`src/rtl/elm_neuron_pkg.sv`:
```
// Shared types and helpers for the ELM hidden-layer neuron and its sigmoid ROM.
package elm_neuron_pkg;

  localparam int unsigned ACT_RELU    = 0;
  localparam int unsigned ACT_SIGMOID = 1;
  localparam int unsigned ACT_IDENT   = 2;

  typedef enum logic [2:0] {
    ST_IDLE,
    ST_ACCUM,
    ST_DRAIN,
    ST_BIAS,
    ST_ACT,
    ST_OUT
  } state_t;

  // Accumulator width: full product width plus headroom for every weight.
  function automatic int unsigned acc_w(input int unsigned data_w, input int unsigned num_weight);
    return 2 * data_w + $clog2(num_weight);
  endfunction

  // Clamp a signed value to the range of a w-bit signed word.
  function automatic logic signed [63:0] sat_s(input logic signed [63:0] v, input int unsigned w);
    logic signed [63:0] hi;
    logic signed [63:0] lo;
    hi = (64'sd1 <<< (w - 1)) - 64'sd1;
    lo = -hi - 64'sd1;
    if (v > hi) return hi;
    if (v < lo) return lo;
    return v;
  endfunction

endpackage

```
`src/rtl/elm_sigmoid_lut.sv`:
```
// Registered sigmoid ROM: hard-sigmoid 0.5 + x/4 clamped to [0,1], address read as signed x in [-8,8).
module elm_sigmoid_lut #(
  parameter int unsigned DATA_W   = 16,
  parameter int unsigned FRAC_W   = 8,
  parameter int unsigned SIG_IN_W = 10
) (
  input  logic                clk,
  input  logic                rst,
  input  logic                en,
  input  logic [SIG_IN_W-1:0] addr,
  output logic [DATA_W-1:0]   data
);

  localparam int SH = int'(FRAC_W) + 2 - int'(SIG_IN_W);

  function automatic logic [DATA_W-1:0] sig_at(input logic [SIG_IN_W-1:0] a);
    longint x;
    longint y;
    longint one;
    x   = longint'($signed(a));
    y   = (SH >= 0) ? (x <<< SH) : (x >>> (-SH));
    one = longint'(1) <<< FRAC_W;
    y   = y + (one >>> 1);
    if (y < 0) y = 0;
    else if (y > one) y = one;
    return DATA_W'(y);
  endfunction

  always_ff @(posedge clk) begin
    if (rst) data <= '0;
    else if (en) data <= sig_at(addr);
  end

endmodule

```
`src/rtl/elm_neuron_mac.sv`:
```
// Multi-lane ELM hidden-layer neuron: weight RAM, LANES-wide MAC pipeline, bias, activation.
// Define NEURON_SAT_EN to saturate the accumulator and output reduction instead of wrapping.
module elm_neuron_mac
  import elm_neuron_pkg::*;
#(
  parameter int unsigned DATA_W     = 16,
  parameter int unsigned FRAC_W     = 8,
  parameter int unsigned NUM_WEIGHT = 128,
  parameter int unsigned LANES      = 2,
  parameter int unsigned LAYER_NO   = 1,
  parameter int unsigned NEURON_NO  = 0,
  parameter int unsigned ACT_MODE   = 1,
  parameter int unsigned SIG_IN_W   = 10
) (
  input  logic                      clk,
  input  logic                      rst,
  input  logic [31:0]               cfg_layer,
  input  logic [31:0]               cfg_neuron,
  input  logic                      w_valid,
  input  logic [DATA_W-1:0]         w_data,
  input  logic                      b_valid,
  input  logic [DATA_W-1:0]         b_data,
  input  logic                      in_valid,
  output logic                      in_ready,
  input  logic [LANES*DATA_W-1:0]   in_data,
  output logic                      out_valid,
  input  logic                      out_ready,
  output logic [DATA_W-1:0]         out_data,
  output logic                      busy
);

  localparam int unsigned ROWS   = NUM_WEIGHT / LANES;
  localparam int unsigned ROW_W  = (ROWS > 1) ? $clog2(ROWS) : 1;
  localparam int unsigned ADDR_W = (NUM_WEIGHT > 1) ? $clog2(NUM_WEIGHT) : 1;
  localparam int unsigned LANE_W = (LANES > 1) ? $clog2(LANES) : 1;
  localparam int unsigned NW_W   = $clog2(NUM_WEIGHT);
  localparam int unsigned ACC_W  = acc_w(DATA_W, NUM_WEIGHT);
  localparam int unsigned PROD_W = 2 * DATA_W;

  state_t state_q, state_d;
  logic [1:0]               drain_cnt;
  logic [ROW_W-1:0]         beat_cnt;
  logic [ADDR_W-1:0]        w_addr;
  logic                     in_ready_q, out_valid_q, busy_q;
  logic [DATA_W-1:0]        out_q, lut_q;
  logic signed [DATA_W-1:0] ram  [LANES][ROWS];
  logic signed [DATA_W-1:0] s1_w [LANES];
  logic signed [DATA_W-1:0] s1_x [LANES];
  logic signed [PROD_W-1:0] s2_p [LANES];
  logic                     v1, v2;
  logic signed [ACC_W-1:0]  acc, bias;
  logic signed [ACC_W-1:0]  tree_c, addend_c, acc_nxt_c;
  logic [DATA_W-1:0]        red_c, act_c;
  logic                     cfg_open_c, in_fire_c, last_beat_c, out_fire_c, lut_en_c;
  logic [LANE_W-1:0]        w_lane_c;
  logic [ROW_W-1:0]         w_row_c;

  assign cfg_open_c  = (cfg_layer == 32'(LAYER_NO)) && (cfg_neuron == 32'(NEURON_NO)) &&
                       (state_q == ST_IDLE);
  assign in_fire_c   = in_valid && in_ready_q;
  assign last_beat_c = (beat_cnt == ROW_W'(ROWS - 1));
  assign out_fire_c  = out_valid_q && out_ready;
  assign w_lane_c    = LANE_W'(w_addr % ADDR_W'(LANES));
  assign w_row_c     = ROW_W'(w_addr / ADDR_W'(LANES));
  assign lut_en_c    = (state_q == ST_ACT);

  // Next-state logic
  always_comb begin
    state_d = state_q;
    case (state_q)
      ST_IDLE, ST_ACCUM: if (in_fire_c) state_d = last_beat_c ? ST_DRAIN : ST_ACCUM;
      ST_DRAIN:          if (drain_cnt == 2'd2) state_d = ST_BIAS;
      ST_BIAS:           state_d = ST_ACT;
      ST_ACT:            state_d = ST_OUT;
      ST_OUT:            if (out_fire_c) state_d = ST_IDLE;
      default:           state_d = ST_IDLE;
    endcase
  end

  // Control registers; handshake flags follow the next state so they stay registered
  always_ff @(posedge clk) begin
    if (rst) begin
      state_q     <= ST_IDLE;
      drain_cnt   <= 2'd0;
      beat_cnt    <= '0;
      w_addr      <= '0;
      in_ready_q  <= 1'b1;
      out_valid_q <= 1'b0;
      busy_q      <= 1'b0;
      out_q       <= '0;
    end else begin
      state_q     <= state_d;
      drain_cnt   <= (state_q == ST_DRAIN) ? drain_cnt + 2'd1 : 2'd0;
      if (in_fire_c) beat_cnt <= last_beat_c ? '0 : beat_cnt + ROW_W'(1);
      if (w_valid && cfg_open_c)
        w_addr <= (w_addr == ADDR_W'(NUM_WEIGHT - 1)) ? '0 : w_addr + ADDR_W'(1);
      in_ready_q  <= (state_d == ST_IDLE) || (state_d == ST_ACCUM);
      out_valid_q <= (state_d == ST_OUT);
      busy_q      <= (state_d != ST_IDLE);
      if (state_q == ST_ACT) out_q <= act_c;
    end
  end

  // Weight RAM and the two data pipeline stages (RAM read, products)
  always_ff @(posedge clk) begin
    if (w_valid && cfg_open_c) ram[w_lane_c][w_row_c] <= w_data;
    for (int k = 0; k < int'(LANES); k++) begin
      s1_w[k] <= ram[k][beat_cnt];
      s1_x[k] <= in_data[k*DATA_W +: DATA_W];
      s2_p[k] <= PROD_W'(s1_w[k]) * PROD_W'(s1_x[k]);
    end
  end

  always_comb begin
    tree_c = '0;
    for (int k = 0; k < int'(LANES); k++) tree_c = tree_c + ACC_W'(s2_p[k]);
    addend_c = (state_q == ST_BIAS) ? bias : tree_c;
  end

`ifdef NEURON_SAT_EN
  logic signed [ACC_W:0] sum_c;
  always_comb begin
    sum_c     = (ACC_W+1)'(acc) + (ACC_W+1)'(addend_c);
    acc_nxt_c = ACC_W'(sat_s(64'(sum_c), ACC_W));
    red_c     = DATA_W'(sat_s(64'(acc >>> FRAC_W), DATA_W));
  end
`else
  always_comb begin
    acc_nxt_c = acc + addend_c;
    red_c     = DATA_W'(acc >>> FRAC_W);
  end
`endif

  always_comb begin
    act_c = red_c;
    if (ACT_MODE == ACT_RELU && acc[ACC_W-1]) act_c = '0;
  end

  // Accumulator, bias register and beat-valid pipeline
  always_ff @(posedge clk) begin
    if (rst) begin
      v1   <= 1'b0;
      v2   <= 1'b0;
      acc  <= '0;
      bias <= '0;
    end else begin
      v1 <= in_fire_c;
      v2 <= v1;
      if (out_fire_c) acc <= '0;
      else if (v2 || state_q == ST_BIAS) acc <= acc_nxt_c;
      if (b_valid && cfg_open_c) bias <= ACC_W'($signed(b_data)) <<< FRAC_W;
    end
  end

  elm_sigmoid_lut #(
    .DATA_W  (DATA_W),
    .FRAC_W  (FRAC_W),
    .SIG_IN_W(SIG_IN_W)
  ) u_sigmoid_lut (
    .clk (clk),
    .rst (rst),
    .en  (lut_en_c),
    .addr(acc[ACC_W-1-NW_W -: SIG_IN_W]),
    .data(lut_q)
  );

  assign in_ready  = in_ready_q;
  assign out_valid = out_valid_q;
  assign busy      = busy_q;
  assign out_data  = (ACT_MODE == ACT_SIGMOID) ? lut_q : out_q;

endmodule

```
`config.mk`:
```
export PLATFORM = sky130hd
export DESIGN_NAME = elm_neuron_mac
export DESIGN_NICKNAME = d
export VERILOG_FILES = /design/src/rtl/elm_neuron_pkg.sv /design/src/rtl/elm_sigmoid_lut.sv /design/src/rtl/elm_neuron_mac.sv
export SDC_FILE = /design/constraint.sdc
export NUM_CORES = 2
export LEC_CHECK = 0
export CAP_MARGIN = 20
export CORE_UTILIZATION = 30
export CTS_CLUSTER_SIZE = 20
export DETAILED_ROUTE_END_ITERATION = 12
export DONT_BUFFER_PORTS = 1
export GPL_TIMING_DRIVEN = 0
export MAX_ROUTING_LAYER = met4
export PLACE_DENSITY = 0.55
export SLEW_MARGIN = 0
export SYNTH_ARGS = -nofsm -noshare
export SYNTH_HDL_FRONTEND = slang
export SYNTH_SLANG_ARGS = --single-unit
```
`constraint.sdc`:
```
create_clock -name clk -period 14.85 [get_ports clk]
set_input_delay 1.485 -clock clk [delete_from_list [all_inputs] [get_ports clk]]
set_output_delay 1.485 -clock clk [all_outputs]
set_load 0.005 [all_outputs]
```
==> impl_results.md <==
* Sw Ratio at 38.40%
* Clock Skews at between 0.1 and 0.15 ns
* Root Driver: clkbuf_16
* Commonest register cell after synthesis: edfxtp_1
* Worst endpoint required time at ~16 ns
* Core Region at approximately 0.35 sq mm
* Setup ws final at about 7.7 ns
* 1st-iter DRT viols at approximately 5,400
* Fin area at 0.1230 sq mm
* FF+latch count, synth at about 2,300
* CTS Buffer Depth at 4
* Leak pwr at between 40 and 50 nW
* Hold-fix buffers, CTS at 0
* Final setup viols at 0
* Mapped Area at between 0.1 and 0.15 sq mm
* All-Layer GR Usage at between 10% and 20%
* Most frequent cell on the critical path: fa_1
* Final Critical Period at ~7 ns
* 1st-pass router iterations at 5
* Clk network pwr share at 21.5%
* Placer congestion estimate at between 0.8 and 0.9
* FMAX at around 140 MHz
* Crit-path slowest cell: dfxtp_1
* Die Span Y at 598.3 microns
* Worst VDD drop at ~450 uV
* Seq. cell area at roughly 0.066 sq mm
* Ranking of synthesized cells by area: edfxtp_1 (58%), mux4_2 (14%), fa_1 (9.9%), dfxtp_1 (3.9%), ha_1 (2.7%)
* Setup Fix Bufs, Post-CTS at 0
* First-pass GRT wire length at just over 400,000 microns
* Place WS at 7.697 ns
* Comb pwr share at between 50 and 60%
* Slew HR at ~16%
* DP Wirelength at approximately 210,000 microns
* Die ar. at roughly 0.36 sq mm
* CTS Buf Count at between 200 and 250
* Clk Latency, worst-skew pair at a little over 0.9 ns
* CTS tree: built
* Largest net degree at the start of global routing at roughly 130
* Worst hold path class: flip-flop to flip-flop
* Post-synth ARST share at 0%
* Critical Path Max Stage Delay at ~0.73 ns
* Crit path launch type: flip-flop
* Worst reg-to-reg setup slack at roughly 7.7 ns
* Cell-internal power at ~16 mW
* Row cnt at between 200 and 250
* Clk slew on worst S/H paths at approximately 0.060 ns
* Worst-margin pin slew at ~1.3 ns
* Net switching power at between 10 and 15 mW
* Drt wl/cell at about 25 microns
* Vias in the first global route at between 50,000 and 60,000
* Post-DR vias/cell at about 4.9
* Synth cell types at 78
* Nets at between 7,000 and 8,000
* Area grow syn2layout at 15.26%
* Port Buffers at 0
* Synth Warn # at 0
* Via Count at around 56,000
* Multi-input gate area at between 0.03 and 0.04 sq mm
* CTS resizes at 0
* CTS sink count at roughly 2,300
* Critical Path, Cell by Cell: clkbuf_1 -> nand2_1 -> fa_1 -> inv_1 -> fa_1 -> inv_1 -> fa_1 -> inv_1 -> fa_1 -> fa_1 -> inv_1 -> fa_1 -> inv_1 -> ha_1 -> a21o_1 -> a21o_1 -> a21o_1 -> a211o_1 -> a31oi_1 -> o21ai_1 -> a31oi_1 -> o21ai_1 -> o41ai_1 -> xnor2_1
* DRC violations left at 0
* CP Capture Type: flip-flop
* Maxcap violations at 0
* Critical Path AT at about 8 ns
* H-Tree Depth at 4
* Post-route clock period utilization at between 40 and 50%
* Max Slew Vio Count at 0
* Critical Path Fanout Max at 10
* Top cell type's share of synthesized area at between 50% and 60%
* Die width at 598.3 microns
* Initial antenna violation count at 40
* RSZ-0062 raised after global routing: false
* I/O Pins at around 150
* Antenna-violating nets left at 0
* Layout cells sized above 1 at 20.35%
* Routed WL at about 290,000 microns
* Area leader, netlist: edfxtp_1
* Post-synth EDFFs at 2,048
* Sequential area share after synthesis at approximately 62%
* Share of power burned in registers at between 20% and 30%
* DP Area at between 0.1 and 0.15 sq mm
* CP Class: flip-flop to flip-flop
* Synthesized instance count at 6,161
* Setup tns final at 0 ns
* Outcome: completed
* Initial Utilization at between 30% and 40%
* Final hold violations at 0
* Synth Area per Inst at 17.31 sq um
* Grt total ovfl at 0
* Cell Pwr Density at 217.3 mW/mm^2
* Fillers at 33,310
## registers in the layout (all words and copies together), names as in the netlist
name	cells
in_ready	1
u_sigmoid_lut.data	10
acc	32
drain_cnt	2
v1	1
s2_p	64
s1_x	32
out_valid	1
w_addr	7
s1_w	32
busy	1
bias	16
v2	1
beat_cnt	6
state_q	3
ram	2048
## cells in the mapped netlist, types with 40 or more instances
library cell,instances
inv_1,579
nand3_1,40
ha_1,230
xor2_1,40
a21oi_1,127
dfxtp_1,209
mux4_2,672
xnor2_1,99
fa_1,526
o21ai_0,46
nor2_1,253
clkbuf_1,194
a21o_1,49
edfxtp_1,2048
and2_1,241
nand2_1,370
## logic make-up after synthesis
group / synth area share, %
buffers and inverters: 3.133
XOR/XNOR: 1.141
AO/OA/AOI/OAI: 2.175
adder cells (fa/ha/maj): 12.57
AND/OR/NAND/NOR: 5.021
other: 0.003515
multiplexers: 14.38
flip-flops: 61.57
## per-stage QoR
stage	util [%]	power [mW]	hold WS, ns	std cells
after global placement	31.88	21.19	0.4332	10900
after global routing	34.80	28.79	0.4764	11480
final	34.81	26.71	0.4472	11490
after detailed placement	32.67	21.23	0.4419	11050
after floorplan	-	17.67	0.4138	6166
after CTS	34.76	27.05	0.4550	11460
## critical path: cells and delay by family, from the launching register on
kind,cells,cell delay (ns)
buf+inv,6,0.82
fa+ha+maj,7,3.37
flops,1,0.73
compound gates,9,1.88
simple gates,1,0.17
xor+xnor,1,0.16
## cell usage in the layout (no fill, tap or decap), drive strengths merged, types with 50 or more instances in the layout
| cell type | count |
|---|---|
| a21oi | 128 |
| clkinv | 100 |
| nor2 | 255 |
| a21o | 50 |
| ha | 230 |
| edfxtp | 2048 |
| mux4 | 672 |
| buf | 230 |
| inv | 586 |
| and2 | 241 |
| o21ai | 68 |
| fa | 526 |
| dfxtp | 209 |
| clkbuf | 473 |
| xnor2 | 99 |
| nand2 | 370 |
## power by group through the flow
| stage | combinational (mW) | sequential [mW] | clock [mW] |
|---|---|---|---|
| finish | 13.6 | 7.41 | 5.74 |
| global route | 15.3 | 7.42 | 6.10 |
| CTS | 13.8 | 7.42 | 5.86 |
| detailed placement | 13.7 | 7.55 | 0 |
| global placement | 13.6 | 7.55 | 0 |
| floorplan | 10.2 | 7.45 | 0 |
## final cells by class
class | instances | area share [%]
Buffer | 267 | 0.9494
Timing Repair Buffer | 158 | 2.080
Antenna cell | 17 | 0.03460
Sequential cell | 2257 | 53.42
Clock buffer | 278 | 4.901
Multi-Input combinational cell | 3062 | 30.93
Clock inverter | 139 | 1.104
Tap cell | 4730 | 4.813
Inverter | 580 | 1.771
## path summary, 6_finish.rpt
kind,from,endpoint,cells after the start
max,s1_x[0][23]$_DFF_P_,s2_p[0][62]$_DFF_P_,24
min,v1$_SDFF_PP0_,v2$_SDFF_PP0_,1
max reg2reg,s1_x[0][23]$_DFF_P_,s2_p[0][62]$_DFF_P_,24
min reg2reg,v1$_SDFF_PP0_,v2$_SDFF_PP0_,1
## layer usage
layer	track usage [%]	share of wire [%]	up-vias
met2	26.71	49	1942
met1	21.21	42	30090
met5	-	0	-
met4	3.259	1.9	0
met3	3.066	7.2	385
li1	-	-	23840
No activity file was read; power rests on OpenSTA's default activity.
